**src/rtl/contador_decrescente_pkg.sv**
```systemverilog
// Shared constants for the down counter: default parameters, 7-segment
// codes (active-low, bit order {g,f,e,d,c,b,a}) and the counter state type.
package contador_decrescente_pkg;

    localparam int unsigned DIV_DEFAULT   = 2;
    localparam logic [2:0]  START_DEFAULT = 3'd7;

    localparam logic [6:0] SEG_0 = 7'b1000000;
    localparam logic [6:0] SEG_1 = 7'b1111001;
    localparam logic [6:0] SEG_2 = 7'b0100100;
    localparam logic [6:0] SEG_3 = 7'b0110000;
    localparam logic [6:0] SEG_4 = 7'b0011001;
    localparam logic [6:0] SEG_5 = 7'b0010010;
    localparam logic [6:0] SEG_6 = 7'b0000010;
    localparam logic [6:0] SEG_7 = 7'b1111000;

    // RUN: counting (q != 0, or wrap enabled); HOLD: parked at 0 with wrap off
    typedef enum logic {
        ST_RUN  = 1'b0,
        ST_HOLD = 1'b1
    } cnt_state_t;

    function automatic logic [6:0] seg_encode(input logic [2:0] v);
        logic [6:0] s;
        case (v)
            3'd0:    s = SEG_0;
            3'd1:    s = SEG_1;
            3'd2:    s = SEG_2;
            3'd3:    s = SEG_3;
            3'd4:    s = SEG_4;
            3'd5:    s = SEG_5;
            3'd6:    s = SEG_6;
            default: s = SEG_7;
        endcase
        return s;
    endfunction

endpackage

```
**src/rtl/contador_decrescente_if.sv**
```systemverilog
// Control inputs and count/display outputs of the down counter.
interface contador_decrescente_if;

    logic       en;
    logic       load;
    logic       wrap;
    logic [2:0] q;
    logic       zero;
    logic       done;
    logic [6:0] seg;

    modport master (
        output en, load, wrap,
        input  q, zero, done, seg
    );

    modport slave (
        input  en, load, wrap,
        output q, zero, done, seg
    );

endinterface

```
**src/rtl/contador_decrescente_tff_cell.sv**
```systemverilog
// One count bit: T flip-flop with async clear to a preset value and a
// synchronous load that takes precedence over toggling.
module tff_cell #(
    parameter logic PRESET = 1'b0
) (
    input  logic clk,
    input  logic clr,
    input  logic t,
    input  logic d_load,
    input  logic ld,
    output logic q
);

    logic bit_q;
    logic bit_d;

    // load override ahead of the toggle cell
    always_comb begin
        bit_d = bit_q;
        if (ld) begin
            bit_d = d_load;
        end else if (t) begin
            bit_d = ~bit_q;
        end
    end

    // state bit, cleared to its preset asynchronously
    always_ff @(posedge clk or posedge clr) begin
        if (clr) begin
            bit_q <= PRESET;
        end else begin
            bit_q <= bit_d;
        end
    end

    assign q = bit_q;

endmodule

```
**src/rtl/contador_decrescente.sv**
```systemverilog
// 3-bit down counter with prescaler, wrap/saturate mode, done pulse and
// 7-segment decode. Count bits are T flip-flops; the wrap reload and the
// external load share the cells' load path.
module contador_decrescente
    import contador_decrescente_pkg::*;
#(
    parameter int unsigned DIV   = DIV_DEFAULT,
    parameter logic [2:0]  START = START_DEFAULT
) (
    input logic             clk,
    input logic             clr,
    contador_decrescente_if.slave bus
);

    localparam logic [7:0] PRESC_TC = 8'(DIV - 1);

    logic [7:0] presc_q;
    logic [7:0] presc_d;
    logic       done_q;
    logic       done_d;
    logic [2:0] cnt_q;
    logic [2:0] t_vec;
    logic       tick;
    logic       step_dec;
    logic       wrap_ld;
    logic       ld;
    cnt_state_t state;

    assign tick  = bus.en && (presc_q == PRESC_TC);
    assign state = ((cnt_q == 3'd0) && !bus.wrap) ? ST_HOLD : ST_RUN;

    // classify the step: plain decrement, wrap reload, or nothing (HOLD / load)
    always_comb begin
        step_dec = 1'b0;
        wrap_ld  = 1'b0;
        if (!bus.load && tick) begin
            if (cnt_q != 3'd0) begin
                step_dec = 1'b1;
            end else if (state == ST_RUN) begin
                wrap_ld = 1'b1;
            end
        end
        ld     = bus.load || wrap_ld;
        t_vec  = {step_dec & ~cnt_q[1] & ~cnt_q[0], step_dec & ~cnt_q[0], step_dec};
        // done flags a step that lands on 0; a reload lands on 0 only if START is 0
        done_d = (step_dec && (cnt_q == 3'd1)) || (wrap_ld && (START == 3'd0));
    end

    // prescaler next value: cleared by load, frozen while en is low
    always_comb begin
        presc_d = presc_q;
        if (bus.load) begin
            presc_d = 8'd0;
        end else if (bus.en) begin
            presc_d = (presc_q == PRESC_TC) ? 8'd0 : presc_q + 8'd1;
        end
    end

    // prescaler and done pulse registers
    always_ff @(posedge clk or posedge clr) begin
        if (clr) begin
            presc_q <= 8'd0;
            done_q  <= 1'b0;
        end else begin
            presc_q <= presc_d;
            done_q  <= bus.load ? 1'b0 : done_d;
        end
    end

    for (genvar i = 0; i < 3; i++) begin : g_bit
        tff_cell #(
            .PRESET (START[i])
        ) u_bit (
            .clk    (clk),
            .clr    (clr),
            .t      (t_vec[i]),
            .d_load (START[i]),
            .ld     (ld),
            .q      (cnt_q[i])
        );
    end

    assign bus.q    = cnt_q;
    assign bus.zero = (cnt_q == 3'd0);
    assign bus.done = done_q;
    assign bus.seg  = seg_encode(cnt_q);

endmodule

```
**src/flat_wrapper.sv**
```systemverilog
// flat-port wrapper written by rule: the top's interface ports become plain ports
module contador_decrescente_flat import contador_decrescente_pkg::*;
#(
    parameter int unsigned DIV   = DIV_DEFAULT,
    parameter logic [2:0]  START = START_DEFAULT
)
  (clk, clr, bus_en, bus_load, bus_wrap, bus_q, bus_zero, bus_done, bus_seg);
  contador_decrescente_if bus_i ();
  input logic clk;
  input logic clr;
  input wire logic [$bits(bus_i.en)-1:0] bus_en;
  input wire logic [$bits(bus_i.load)-1:0] bus_load;
  input wire logic [$bits(bus_i.wrap)-1:0] bus_wrap;
  output wire logic [$bits(bus_i.q)-1:0] bus_q;
  output wire logic [$bits(bus_i.zero)-1:0] bus_zero;
  output wire logic [$bits(bus_i.done)-1:0] bus_done;
  output wire logic [$bits(bus_i.seg)-1:0] bus_seg;
  assign bus_i.en = bus_en;
  assign bus_i.load = bus_load;
  assign bus_i.wrap = bus_wrap;
  assign bus_q = bus_i.q;
  assign bus_zero = bus_i.zero;
  assign bus_done = bus_i.done;
  assign bus_seg = bus_i.seg;
  contador_decrescente #(.DIV(DIV), .START(START)) u_core (.clk(clk), .clr(clr), .bus(bus_i));
endmodule
```
**config.mk**
```make
export PLATFORM = sky130hd
export DESIGN_NAME = contador_decrescente_flat
export DESIGN_NICKNAME = d
export VERILOG_FILES = /design/src/rtl/contador_decrescente_pkg.sv /design/src/rtl/contador_decrescente_if.sv /design/src/rtl/contador_decrescente_tff_cell.sv /design/src/rtl/contador_decrescente.sv /design/src/flat_wrapper.sv
export SDC_FILE = /design/constraint.sdc
export NUM_CORES = 1
export LEC_CHECK = 0
export CAP_MARGIN = 30
export CORE_ASPECT_RATIO = 0.75
export CORE_MARGIN = 2
export CORE_UTILIZATION = 45
export DETAILED_ROUTE_END_ITERATION = 7
export GPL_TIMING_DRIVEN = 0
export PLACE_DENSITY_LB_ADDON = 0.12
export SYNTH_ARGS = -nofsm -noshare
export SYNTH_HDL_FRONTEND = slang
export SYNTH_HIERARCHICAL = 1
export SYNTH_SLANG_ARGS = --single-unit
```
**constraint.sdc**
```tcl
create_clock -name clk -period 2.1 [get_ports clk]
set_input_delay 0.42 -clock clk [delete_from_list [all_inputs] [get_ports clk]]
set_output_delay 0.42 -clock clk [all_outputs]
set_load 0.05 [all_outputs]
```
# After elaboration in Yosys (flattened, before gate mapping)
# Index checks and enable logic that the tools add are counted.
# word_totals
reg_bits	12
latch_bits	0
ramBits	0
rom_bits	0
input_bits	5
out_inout_bits	12
word_cells	49
mem_count	0
# classes
n_addsub	1
multipliers	0
div	0
order_cmp	0
n_eq_ne	7
shifts	0
muxes	17
bitwise_logic	6
n_reduce_logical	13
# ops
op	n
$pmux 7 s7	1
$mux 8	3
$mux 1	13
$eq 3x3->1 const B	3
$add 8x1->8 const B	1
$eq 8x1->1 const B	1
$reduce_bool 2->1	4
$eq 3x2->1 const B	2
$logic_and 1x1->1	4
$and 1x1->1	3
$eq 3x1->1 const B	1
$logic_not 3->1	1
$not 1->1	3
$reduce_bool 3->1	1
$logic_not 1->1	2
$logic_or 1x1->1	1

# Depth between registers and ports, before layout
# Gate-level depths: netlist (run 1).
# logic_depth
ltp_word	8
depth_mapped	8
ltp_nobuf	8

# By module
# Netlist (run 1), hierarchy kept.
# by_module_without_submodules
module	n_inst	cells_each	area_each_um2	seq_area_each_um2
contador_decrescente	1	73	638.1	225.2
tff_cell	3	5	47.5	26.3

# Least setup slack after synthesis (run 1)
# OpenSTA, ideal clock, no wires.
# synth_path
path_kind	register to output
from	reg u_core.g_bit[2].u_bit.bit_q
to	out bus_seg[3]
t_arrival_ns	2.220
slack_ns	-0.540
stages_incl_launch_ff	4
path_buffers	1
cell_sequence	dfstp_2 clkbuf_1 nand2b_1 o21ai_0
# synth_between
elab_chain_len	2
elab_cells_between_ends	8
classes_between	eq/ne: 6; mux: 1; reduce/logical: 1
# synth_rtl
element	line_no	rtl
start: declaration	contador_decrescente_tff_cell.sv:14	logic bit_q;
start signal: assignment	contador_decrescente_tff_cell.sv:32	bit_q <= bit_d;
$eq 3x3->1 (tied with other cells)	contador_decrescente_pkg.sv:25	case (v)
$pmux 7 s7 (*)	contador_decrescente_pkg.sv:25	
end: declaration	flat_wrapper.sv:17	output wire logic [$bits(bus_i.seg)-1:0] bus_seg;
# Mark *: on every way between the ends. The rest lies on a longest branch, timed or not.

# Worst setup path after layout (run 1)
# layout_path
from	reg u_core.g_bit[2].u_bit.bit_q
to	out bus_q[2]
# layout_rtl
element	line_no	rtl
end: declaration	flat_wrapper.sv:14	output wire logic [$bits(bus_i.q)-1:0] bus_q;
# No word-level cell between the ends.

==> impl_metrics.tcl, run 1 <==
set metrics [dict create \
    status "complete, no violations" \
    power_uw 689 \
    first_pass_iters 4 \
    rr_endpoint "u_core/g_bit[1].u_bit/q" \
    yosysSeqAreaShare 0.389 \
    yosys.area.top_type "dfrtp_1" \
    antenna_found_initial 0 \
    multi_input_area_um2 504 \
    p_seq_frac 0.379 \
    place_congestion 0.777 \
    finalCriticalPeriod_ns 2.04 \
    initialDrtViolationCount 8 \
    worstRegToRegCells 8 \
    synth_ff_type "dfrtp_1" \
    start_kind "flip-flop" \
    synth_cells 88 \
    h-tree-depth 1 \
    worst_slew_pin_slew_ns 0.498 \
    synth.top_cell.area_share 0.288 \
    overflow 0 \
    critPathMaxStageDelay_ns 0.80 \
    finalSetupTns_ns 0 \
    routedWlPerCell_um 11.9 \
    reg2reg_setup_slack_ns 0.08 \
    synth_edf_count 0 \
    postCtsHoldBufs 0 \
    ys_types 31 \
    die_x_um 52.1 \
    grt_pass1_wl_um 2770 \
    track_usage 0.191 \
    cts_max_path_buffers 2 \
    rows 12 \
    cts-buffers-inserted 3 \
    fin_util 0.695 \
    ys_seq_elements 12 \
    hold_path_class "input pin to async pin" \
    vdd.ir_drop.worst_mv 0.375 \
    path_max_fanout 3 \
    maxCapViolations 0 \
    tritoncts "yes" \
    yosysMostFrequentCell "dfrtp_1" \
    swShare 0.394 \
    cp_top_family "buffers and inverters" \
    grt_pass1_vias 601 \
    drive_gt1_frac 0.333 \
    synth_top_cells_by_count "dfrtp_1 (9), nand2_1 (8), nor2_1 (8)" \
    synth_area_leaders "dfrtp_1 (29%), dfstp_2 (10%), xnor2_1 (6.7%)" \
    clk_pin_slew_ns 0.07 \
    finalHoldViolations 0 \
    p_sw_uw 271 \
    powerDensity_mw_per_mm2 641 \
    cp.buffers_inverters 1 \
    regArea_um2 307 \
    crit_type "flip-flop to output port" \
    leakage_nw 0.487 \
    synthArstFlopShare 1.00 \
    slew_headroom 0.667 \
    viasPerCell 5.07 \
    pwr-share-clk 0.211 \
    insertion_delay_ns 0.27 \
    n_antenna_cell 0 \
    yosysWarningCount 6 \
    ant_nets 0 \
    start_util 0.505 \
    r2r_start "u_core/presc_q[1]" \
    wl_um 1600 \
    critPathCaptureType "output port" \
    num_vias 684 \
    pin_count 17 \
    fillers 116 \
    nets 122 \
    combPwrFrac 0.410 \
    dp_hpwl_um 1200 \
    syn_avg_cell_area_um2 8.87 \
    grt_setup_unrepaired "yes" \
    drc_errors 0 \
    grt_max_degree 11 \
    die_area_mm2 0.00209 \
    setup_viol 0 \
    worstPathArrival_ns 1.62 \
    cts-root-buf "clkbuf_4" \
    die_h_um 40.1 \
    critPathSlowestCell "clkdlybuf4s50_1" \
    holdWs_ns 0.491 \
    skew_ns 0.00146 \
    core_mm2 0.00155 \
    numPortBuffers 16 \
    maxSlewViolCount 0 \
    syn_area_um2 781 \
    fmax_ghz 0.491 \
    clock-sinks 12 \
    worstPathRequired_ns 1.68 \
    period_share 0.970 \
    power.internal_uw 418 \
    area_growth_pct 37.7 \
    path_cells "clkdlybuf4s50_1" \
]
==> cell type report <==
class,instances,area share
Tap cell,21,0.0244
Timing Repair Buffer,20,0.161
Buffer,3,0.0186
Clock buffer,4,0.0244
Sequential cell,12,0.285
Multi-Input combinational cell,70,0.469
Inverter,5,0.0175
==> registers in the layout, summed over array words and instances, names as in the netlist <==
signal and flops:
u_core/bus.done 1, u_core/presc_q 8, u_core/g_bit.u_bit/q 3
==> cell usage in the layout, fill, tap and decap left out, types with 2 or more instances in the layout <==
cell type        netlist  layout
nor2_2                 0       2
a21oi_1                2       2
ha_1                   2       2
or3_1                  2       2
conb_1                 1       3
xnor2_1                6       5
nor3_2                 2       2
clkdlybuf4s15_2        0       2
dfrtp_1                9       7
buf_4                  0       6
clkbuf_4               0       4
nor2_1                 8       6
dfrtp_2                0       2
clkdlybuf4s50_1        0       6
and2_1                 3       3
o21ai_0                7       6
inv_1                  5       4
nand4_1                3       3
nand3_1                4       4
nand2b_4               0       2
buf_2                  0       4
xor2_1                 3       3
dfstp_2                3       3
nand2_1                8       8
o21ai_1                3       4
==> power groups by stage <==
stage	sequential (mW)	combinational, mW	clock (mW)
2_1_floorplan	0.285	0.165	0
3_3_place_gp	0.264	0.266	0
3_5_place_dp	0.264	0.268	0
4_1_cts	0.259	0.263	0.153
5_1_grt	0.263	0.304	0.163
6_report	0.261	0.283	0.145
==> layer usage <==
layer / global-route usage / part of all wire / routed length, um / up-vias
met2: 0.288 / 0.45 / 717 / 15
met3: 0.0560 / 0.052 / 84 / 3
li1: - / - / - / 350
met1: 0.264 / 0.49 / 788 / 316
met4: 0.0592 / 0.0062 / 10 / 0
met5: 0 / 0 / 0 / -
==> timing repair <==
| action | in CTS | in global routing |
|---|---|---|
| pin swaps | 0 | 5 |
| endpoints found under the hold margin | 0 | 0 |
| setup buffers | 0 | 4 |
| resized for setup | 35 | 22 |
| endpoints found under the setup margin | 9 | 9 |
==> worst max-delay path by stage <==
stage / start / to / slack (ns) / cells after the start
3_3_place_gp: u_core/g_bit[1].u_bit/q / bus_seg[3] / -0.41 / 5
2_1_floorplan: u_core/g_bit[2].u_bit/q / bus_seg[3] / -0.19 / 3
3_5_place_dp: u_core/g_bit[1].u_bit/q / bus_seg[3] / -0.47 / 5
4_1_cts: u_core/g_bit[1].u_bit/q / bus_seg[1] / 0.003 / 4
5_1_grt: u_core/presc_q[1] / u_core/g_bit[1].u_bit/q / -0.04 / 8
6_report: u_core/g_bit[2].u_bit/q / bus_q[2] / 0.06 / 1
==> worst register-to-register path, stage by stage (launching register included) <==
cell     delay, ns
dfrtp_2       0.44
inv_2         0.06
ha_1          0.11
or4b_4        0.48
nor4_4        0.27
nand2_2       0.15
nor3_4        0.22
xnor2_2       0.09
o21ai_1       0.13
==> metrics by stage <==
step           cells  instance area [um2]  setup slack, ns
3_5_place_dp     127                  985           -0.469
3_3_place_gp     127                  985           -0.414
4_1_cts          131                 1010          0.00340
6_report         135                 1070           0.0636
2_1_floorplan     90                  798           -0.186
5_1_grt          135                 1070          -0.0408
==> kinds of logic after synthesis <==
group / count (synthesis) / synth area share
buf+inv: 8 / 0.0385
simple gates: 39 / 0.293
compound gates: 17 / 0.141
fa+ha+maj: 2 / 0.0320
xor+xnor: 9 / 0.101
flops: 12 / 0.389
other cells: 1 / 0.00480
Note: power is estimated with default switching activity, not from simulation.
==> run 2: changes to the inputs <==
- CORE_UTILIZATION: 45 -> 43
- REMOVE_ABC_BUFFERS: default -> 1
- SYNTH_HIERARCHICAL: 1 -> default
- clock period: 2.1 -> 1.7 ns (I/O delays scaled with it)
==> run 2 against run 1 <==
- the flow now finishes with violations (setup timing)
- flip-flop and latch count did not move
- die area rose by 1.5%
- wire length rose by 20%
- worst hold slack got worse by 0.13 ns
- critical path type unchanged
- critical endpoint is now bus_seg[5]
- largest power group is now registers
==> impl_metrics.tcl, run 2 <==
set metrics [dict create \
    setup_slack_ns -0.0944 \
    finalCriticalPeriod_ns 1.79 \
    yosysSeqAreaShare 0.401 \
    yosys.area.top_type "dfrtp_1" \
    viasPerCell 5.13 \
    placed_cells 117 \
    most-common-layout-cells "buf_4 (17), nor2_1 (9), dfrtp_1 (9)" \
    ys_types 37 \
    overflow 0 \
    slew_headroom 0.679 \
    violations "setup timing" \
    start_util 0.448 \
    area_growth_pct 48.8 \
    clk_pin_slew_ns 0.08 \
    grt_setup_unrepaired "yes" \
    synth_cells 86 \
    nets 126 \
    cts-root-buf "clkbuf_4" \
    worstPathArrival_ns 1.45 \
    syn_area_um2 758 \
    synth_edf_count 0 \
    tritoncts "yes" \
    track_usage 0.209 \
    antenna_found_initial 0 \
    place_congestion 0.763 \
    finalHoldViolations 0 \
    worst_slew_pin_slew_ns 0.483 \
    die_x_um 52.5 \
    drive_gt1_frac 0.390 \
    syn_avg_cell_area_um2 8.82 \
    h-tree-depth 1 \
    status "complete, but fails checks" \
    synthArstFlopShare 1.00 \
    cts_max_path_buffers 2 \
    final_cells 140 \
    synthMuxAreaShare 0 \
    maxSlewViolCount 0 \
    synth_top_cells_by_count "dfrtp_1 (9), nor2_1 (9), nand2_1 (6), nor3_1 (6)" \
    synth_ff_type "dfrtp_1" \
    critPathSlowestCell "dfstp_2" \
    first_pass_iters 4 \
    synth_area_leaders "dfrtp_1 (30%), dfstp_2 (10%), xnor2_1 (5.8%)" \
    cp.buffers_inverters 2 \
    cp_top_family "flip-flops" \
    skew_ns 0.0106 \
    insertion_delay_ns 0.28 \
    ant_nets 0 \
    pin_count 17 \
    fmax_ghz 0.557 \
    path_max_fanout 5 \
    ys_seq_elements 12 \
    hold_path_class "input pin to async pin" \
    routedWlPerCell_um 13.8 \
    setup_viol 5 \
    grt_pass1_vias 614 \
    num_vias 718 \
    maxCapViolations 0 \
    grt_pass1_wl_um 2980 \
    synthSimpleGateAreaFrac 0.277 \
    power_uw 697 \
    core_mm2 0.00169 \
    powerDensity_mw_per_mm2 617 \
    vdd.ir_drop.worst_mv 0.388 \
    cts-buffers-inserted 3 \
    reg2reg_setup_slack_ns -0.02 \
    initialDrtViolationCount 20 \
    r2r_start "u_core.presc_q[1]" \
    worstRegToRegCells 5 \
    layout_commonest_cell "buf_4" \
    wl_um 1930 \
    worstPathRequired_ns 1.36 \
    synth_xor_area_frac 0.0693 \
    critPathMaxStageDelay_ns 0.60 \
    die_h_um 40.4 \
    dp_hpwl_um 1130 \
    rr_endpoint "u_core.presc_q[6]" \
    synth_top_family_by_area "simple AND/OR/NAND/NOR gates" \
    crit_cells 3 \
    grt_max_degree 13 \
    leakage_nw 0.486 \
    rows 13 \
    n_antenna_cell 0 \
    clock-sinks 12 \
    synth_fa_ha_area_frac 0.0462 \
    max_flop_register "u_core.presc_q" \
    start_kind "flip-flop" \
    numPortBuffers 16 \
    period_share 1.06 \
    synth_compound_area_frac 0.132 \
    critPathCaptureType "output port" \
    path_cells "inv_2 > maj3_2 > buf_8" \
    synth.top_cell.area_share 0.297 \
    yosysWarningCount 0 \
    drc_errors 0 \
    die_area_mm2 0.00212 \
    largest_reg_flops 8 \
    crit_type "flip-flop to output port" \
]
-- run 2: cell types whose count changed after synthesis, moves of 2 or more --
cell | previous run | this run
nor4_1 | 0 | 2
and2_1 | 3 | 0
buf_4 | 0 | 3
o21ai_1 | 3 | 1
xor2_1 | 3 | 1
nand3_1 | 4 | 2
nor3_1 | 1 | 6
nor3_2 | 2 | 0
nand2_1 | 8 | 6
o21ai_0 | 7 | 4
-- run 2: layout make-up --
class | count | area [um2]
tap | 22 | 27.5
inverter | 5 | 18.8
sequential | 12 | 304
multi-input combinational | 62 | 439
clock buffer | 4 | 26.3
timing repair buffer | 35 | 313
fill | 137 | 563
-- run 2: per-stage QoR --
stage | hold slack [ns] | setup slack (ns) | TNS [ns] | cell area [um2] | utilization
finish | 0.361 | -0.0944 | -0.182 | 1130 | 0.667
global route | 0.410 | -0.121 | -0.552 | 1130 | 0.667
CTS | 0.375 | -0.0788 | -0.153 | 1020 | 0.601
detailed placement | 0.534 | -0.518 | -3.89 | 908 | 0.537
global placement | 0.525 | -0.480 | -3.69 | 908 | 0.537
floorplan | 0.203 | -0.650 | -2.70 | 721 | -
-- run 2: power breakdown --
part           total, mW  switching [mW]  internal (mW)  leakage, nW
logic              0.193           0.107         0.0860        0.316
clock network      0.187          0.0954         0.0911       0.0150
registers          0.317          0.0186          0.298        0.156
total              0.697           0.221          0.475        0.486
-- run 2: logic make-up (layout without fill, tap and decap cells) --
family | Yosys count | count (layout)
AO/OA/AOI/OAI | 15 | 15
flip-flops | 12 | 12
adder cells (fa/ha/maj) | 3 | 3
XOR/XNOR | 6 | 6
AND/OR/NAND/NOR | 38 | 38
buffers and inverters | 12 | 44
-- run 2: worst max-delay path by stage --
stage	start	slack, ns	to
final	u_core.g_bit[2].u_bit.q	-0.09	bus_seg[5]
after global placement	bus_load	-0.48	u_core.presc_q[6]
after detailed placement	bus_load	-0.52	u_core.presc_q[6]
after global routing	u_core.g_bit[2].u_bit.q	-0.12	bus_seg[5]
after floorplan	u_core.g_bit[1].u_bit.q	-0.65	bus_seg[2]
after CTS	u_core.g_bit[2].u_bit.q	-0.08	bus_seg[5]
-- run 2: routing by layer --
metal / track usage / vias to the layer above / share of wire
met5: 0 / - / 0
met4: 0.0833 / 0 / 0.0067
met3: 0.0672 / 2 / 0.050
met1: 0.283 / 337 / 0.49
met2: 0.313 / 15 / 0.45
li1: - / 364 / -
-- run 2: worst reg2reg max path, stage by stage, from the launching register on --
cell,delay [ns]
dfrtp_1,0.40
ha_1,0.19
o21ai_1,0.11
or3_1,0.34
or4b_1,0.47
o311ai_1,0.10
-- run 2: what timing repair did --
action,in CTS,in global routing
hold buffers,0,0
setup buffers,13,6
setup endpoints to repair,15,10
pin swaps,1,6
gates resized for setup,71,23
